--- src/rtl/seq_chunk_adder_pkg.sv ---
// Shared definitions for the chunked adder/subtractor: FSM encoding and
// the parameter legality check used at elaboration.
package seq_chunk_adder_pkg;

    typedef enum logic [1:0] {
        IDLE = 2'd0,
        RUN  = 2'd1,
        DONE = 2'd2
    } state_t;

    function automatic bit chunk_cfg_ok(int width, int chunk);
        return (chunk >= 1) && (chunk <= width) && ((width % chunk) == 0);
    endfunction

endpackage

--- src/rtl/seq_chunk_adder_rca_slice.sv ---
// CHUNK-bit combinational ripple-carry slice built from full adders.
module rca_slice #(
    parameter int CHUNK = 4
) (
    input  logic [CHUNK-1:0] a,
    input  logic [CHUNK-1:0] b,
    input  logic             ci,
    output logic [CHUNK-1:0] s,
    output logic             co
);

    logic [CHUNK:0] c;

    assign c[0] = ci;

    for (genvar i = 0; i < CHUNK; i++) begin : g_fa
        assign s[i]   = a[i] ^ b[i] ^ c[i];
        assign c[i+1] = (a[i] & b[i]) | (a[i] & c[i]) | (b[i] & c[i]);
    end

    assign co = c[CHUNK];

endmodule

--- src/rtl/seq_chunk_adder.sv ---
// Multi-cycle adder/subtractor: one CHUNK-bit ripple slice is reused
// NCHUNK times, carry held in a register between chunks.
//
// state | meaning
// IDLE  | waiting for an operand pair, in_ready=1
// RUN   | one chunk per clock through the slice
// DONE  | result presented, out_valid=1 until out_ready
module seq_chunk_adder
    import seq_chunk_adder_pkg::*;
#(
    parameter int WIDTH = 16,
    parameter int CHUNK = 4
) (
    input  logic             clk,
    input  logic             rst_n,
    input  logic             in_valid,
    output logic             in_ready,
    input  logic [WIDTH-1:0] A,
    input  logic [WIDTH-1:0] B,
    input  logic             Cin,
    input  logic             sub,
    output logic             out_valid,
    input  logic             out_ready,
    output logic [WIDTH-1:0] Sum,
    output logic             Cout,
    output logic             Ovf
);

    localparam int NCHUNK = WIDTH / CHUNK;
    localparam int CW     = (NCHUNK > 1) ? $clog2(NCHUNK) : 1;
    localparam logic [CW-1:0] LAST = CW'(NCHUNK - 1);

    if (!chunk_cfg_ok(WIDTH, CHUNK)) begin : g_cfg_err
        $error("seq_chunk_adder: WIDTH must be a multiple of CHUNK, 1 <= CHUNK <= WIDTH");
    end

    state_t            state, state_nxt;
    logic [WIDTH-1:0]  a_sr, b_sr, sum_sr, sum_nxt;
    logic              carry;
    logic [CW-1:0]     count;
    logic [CHUNK-1:0]  slice_s;
    logic              slice_co;
    logic              load, step, last;

    rca_slice #(.CHUNK(CHUNK)) u_slice (
        .a  (a_sr[CHUNK-1:0]),
        .b  (b_sr[CHUNK-1:0]),
        .ci (carry),
        .s  (slice_s),
        .co (slice_co)
    );

    // New chunk enters at the top so the last one lands in the MSBs.
    always_comb begin
        sum_nxt = sum_sr >> CHUNK;
        sum_nxt[WIDTH-1 -: CHUNK] = slice_s;
    end

    always_ff @(posedge clk or negedge rst_n) begin
        if (!rst_n) state <= IDLE;
        else        state <= state_nxt;
    end

    always_comb begin
        state_nxt = state;
        in_ready  = 1'b0;
        out_valid = 1'b0;
        load      = 1'b0;
        step      = 1'b0;
        last      = 1'b0;
        case (state)
            IDLE: begin
                in_ready = 1'b1;
                if (in_valid) begin
                    load      = 1'b1;
                    state_nxt = RUN;
                end
            end
            RUN: begin
                step = 1'b1;
                if (count == LAST) begin
                    last      = 1'b1;
                    state_nxt = DONE;
                end
            end
            DONE: begin
                out_valid = 1'b1;
                if (out_ready) state_nxt = IDLE;
            end
            default: state_nxt = IDLE;
        endcase
    end

    always_ff @(posedge clk or negedge rst_n) begin
        if (!rst_n) begin
            a_sr   <= '0;
            b_sr   <= '0;
            sum_sr <= '0;
            carry  <= 1'b0;
            count  <= '0;
            Sum    <= '0;
            Cout   <= 1'b0;
            Ovf    <= 1'b0;
        end else if (load) begin
            a_sr  <= A;
            b_sr  <= sub ? ~B : B;
            carry <= sub ? ~Cin : Cin;
            count <= '0;
        end else if (step) begin
            a_sr   <= a_sr >> CHUNK;
            b_sr   <= b_sr >> CHUNK;
            sum_sr <= sum_nxt;
            carry  <= slice_co;
            count  <= count + CW'(1);
            // On the final chunk the low slice bits hold the operand MSBs.
            if (last) begin
                Sum  <= sum_nxt;
                Cout <= slice_co;
                Ovf  <= (a_sr[CHUNK-1] == b_sr[CHUNK-1]) &&
                        (slice_s[CHUNK-1] != a_sr[CHUNK-1]);
            end
        end
    end

endmodule

--- config.mk ---
export PLATFORM = sky130hd
export DESIGN_NAME = seq_chunk_adder
export DESIGN_NICKNAME = d
export VERILOG_FILES = /design/src/rtl/seq_chunk_adder_pkg.sv /design/src/rtl/seq_chunk_adder_rca_slice.sv /design/src/rtl/seq_chunk_adder.sv
export SDC_FILE = /design/constraint.sdc
export NUM_CORES = 1
export LEC_CHECK = 0
export CAP_MARGIN = 15
export CORE_UTILIZATION = 44
export CTS_BUF_LIST = sky130_fd_sc_hd__clkbuf_8
export DETAILED_ROUTE_END_ITERATION = 12
export GPL_ROUTABILITY_DRIVEN = 0
export GPL_TIMING_DRIVEN = 0
export PLACE_DENSITY = 0.72
export SYNTH_ARGS = -nofsm -noshare
export SYNTH_HDL_FRONTEND = slang
export SYNTH_SLANG_ARGS = --single-unit
export TNS_END_PERCENT = 20
--- constraint.sdc ---
create_clock -name clk -period 2.2 [get_ports clk]
set_clock_uncertainty 0.1 [all_clocks]
set_input_delay 0.33 -clock clk [delete_from_list [all_inputs] [get_ports clk]]
set_output_delay 0.33 -clock clk [all_outputs]
set_load 0.01 [all_outputs]
==> metrics.md <==
| Metric | Value |
|---|---|
| Worst vdd ir | `548 uV` |
| Routed Wire Length | `5800 um` |
| PD cells | `1430 nW/um2` |
| Detailed Route Iter0 Violations | `164` |
| Num CTS Buffers | `9` |
| All-Layer GR Usage | `18.5%` |
| Post-synth EDFFs | `0` |
| Vias in the first global route | `2105` |
| Hold Path Class | `input port to async pin` |
| Unique masters post-synth | `25` |
| Core Box Area | `6420 um2` |
| Clock share of power | `21.9%` |
| Final Cell Area | `3870 um2` |
| Slew Limit Headroom | `45.6%` |
| Post-synth top area share | `56.8%` |
| Worst endpoint required time | `2.34 ns` |
| Fmax | `406 MHz` |
| Tot Pwr | `5.53 mW` |
| Psw | `1.87 mW` |
| Fin nets | `384` |
| Flops & latches, synth | `67` |
| DIE AREA | `7040 um2` |
| CP startpoint kind | `flop` |
| Fin. Hold Viols | `23` |
| First-pass GRT wire length | `9970 um` |
| RSZ-0062 raised after global routing | `true` |
| Cell accounting for the most synthesized area | `dfrtp_1` |
| Syn avg cell area | `10.9 um2` |
| Net Count, Synth | `315` |
| Setup crit end kind | `flop` |
| Combinational share of power | `40.2%` |
| DIE WIDTH | `83.9 um` |
| Sequential Power Share | `37.9%` |
| CP max FO | `2` |
| Gr ovfl total | `0` |
| Slew Limit Fails | `0` |
| Routed WL per cell | `13.7 um` |
| Hpwl dp | `4140 um` |
| Worst EP arrival | `2.60 ns` |
| Fraction of registers with async set/reset | `100%` |
| Total of max-cap violations | `0` |
| Synth Instances | `271` |
| Final worst setup slack | `-0.261 ns` |
| Routed Antenna Nets | `0` |
| Top FF cell, synth | `dfrtp_1` |
| Clock Latency Late Sink | `0.34 ns` |
| Failing checks | `design-rule violations, negative hold slack, negative setup slack` |
| # fillers | `535` |
| Antenna Cells | `0` |
| Root buffer cell | `clkbuf_8` |
| Internal | `3.66 mW` |
| Synth area leaders | `dfrtp_1 57%, nand2_1 9.2%, mux2_2 5.7%, xnor2_1 4.7%, a22oi_1 3.1%` |
| Cell Area, Synth | `2950 um2` |
| H-tree levels | `3` |
| Sw Ratio | `33.8%` |
| Num rows | `29` |
| Crit share post-route | `112%` |
| Worst-margin pin slew | `0.816 ns` |
| Min cycle time layout | `2.46 ns` |
| # hold bufs at CTS | `0` |
| DRC Markers | `6` |
| Drt first pass iters | `9` |
| Placed Area | `3610 um2` |
| Initial Utilization | `46.0%` |
| Initial antenna violation count | `0` |
| CTS Sinks | `67` |
| Status | `complete, but fails checks` |
| Clock slew seen by the registers of the worst setup and hold paths | `0.07 ns` |
| IO buf count | `56` |
| Crit Path Category | `flop to flop` |
| Ratio of cells with drive above 1 in the final layout | `18.0%` |
| Via density | `5.01` |
| Synthesis-to-layout area growth | `31.1%` |
| Io pins | `58` |
| Worst slack, placed | `-0.383 ns` |
| Largest net degree at the start of global routing | `68` |
| Hold WS | `-0.0129 ns` |
| Clk buf depth | `2` |
| Vert. Die Dim | `83.9 um` |
| CTS tree | `done` |
| Final setup viols | `4` |
| Sequential fraction of the synthesis area | `56.8%` |
| Static leakage power | `1.81 nW` |
| YS warnings | `0` |
| Routed via count | `2116` |
-- repair_timing --
action | 4_1_cts | 5_1_grt
gates resized for setup | 5 | 3
endpoints found under the setup margin | 4 | 4
pin swaps | 2 | 1
setup buffers | 2 | 0
-- kinds of logic after synthesis --
family	share of synthesized area, %
flops	56.8
mux	5.72
fa+ha+maj	3.56
compound gates	10.0
buf+inv	4.62
xor+xnor	5.34
simple gates	13.9
-- path summary, 6_finish.rpt --
kind / startpoint / to / slack, ns / cells after the start
min: rst_n / Sum[2] / -0.01 / 1
max: b_sr[0] / Ovf / -0.26 / 9
max reg2reg: b_sr[0] / Ovf / -0.26 / 9
min in group clk: sum_sr[7] / sum_sr[7] / 0.37 / 2
min reg2reg: sum_sr[7] / sum_sr[7] / 0.37 / 2
max in group asynchronous: rst_n / b_sr[5] / 1.48 / 1
-- cells in the mapped netlist (3+ instances only) --
library cell / count
nand3_1: 9
inv_1: 8
dfrtp_1: 67
fa_1: 4
mux2_2: 15
o21ai_0: 9
buf_6: 3
nand2_1: 72
nor2_1: 13
buf_2: 13
a221o_1: 7
a221o_2: 5
xnor2_1: 16
a22oi_1: 12
o21ai_1: 4
-- cell type report --
type	count	area, um2	share of cell area (%)
plain buffers	18	106	2.75
multi-input cells	178	1150	29.6
clock inverters	6	104	2.68
repair buffers	58	573	14.8
inverters	8	30.0	0.776
clock buffers	10	138	3.56
flip-flops and latches	67	1680	43.3
well taps	77	96.3	2.49
-- worst max-delay path: stages, from the launching register on --
cell and delay, ns:
dfrtp_1 0.40, inv_2 0.07, fa_1 0.19, inv_2 0.04
fa_2 0.33, fa_2 0.35, inv_2 0.07, fa_2 0.44
xor2_1 0.15, o31ai_1 0.21
-- power by group through the flow --
stage / sequential [mW] / combinational (mW) / clock [mW]
after detailed placement: 2.12 / 2.17 / 0
after floorplan: 2.10 / 1.36 / 0
after global placement: 2.09 / 2.10 / 0
after global routing: 2.18 / 2.49 / 1.28
after CTS: 2.10 / 2.24 / 1.24
final: 2.10 / 2.22 / 1.21
-- sequential cells by signal, indices dropped and copies added (netlist names) --
register	cells
state	2
Cout	1
Sum	16
Ovf	1
b_sr	16
count	2
carry	1
sum_sr	12
a_sr	16
-- placed cells by master (no fill, tap or decap), drive strengths merged --
| master | count |
|---|---|
| a221o | 12 |
| a22oi | 12 |
| buf | 19 |
| bufinv | 3 |
| clkbuf | 12 |
| clkdlybuf4s50 | 55 |
| clkinv | 2 |
| dfrtp | 67 |
| fa | 4 |
| ha | 2 |
| inv | 9 |
| mux2 | 15 |
| nand2 | 72 |
| nand2b | 2 |
| nand3 | 9 |
| nand3b | 1 |
| nor2 | 13 |
| nor2b | 1 |
| nor3b | 1 |
| o21ai | 13 |
| o21bai | 1 |
| o31ai | 1 |
| or3b | 1 |
| xnor2 | 16 |
| xor2 | 2 |
-- stage by stage --
stage	instances	utilization, %	setup TNS, ns
global route	422	60.3	-0.929
global placement	404	56.2	-97.85
CTS	422	60.2	-0.758
floorplan	271	-	-0.141
finish	422	60.3	-0.593
detailed placement	404	56.2	-0.932
-- metal layers --
metal  share of wire (%)  vias up  GRT usage (%)
li1                    -     1041              -
met1                  45     1008           22.8
met2                  48       59           30.8
met3                 5.2        8           6.73
met4                 1.1        0           4.70
met5                   0        -              0
Power figures use the tool's default switching activity.
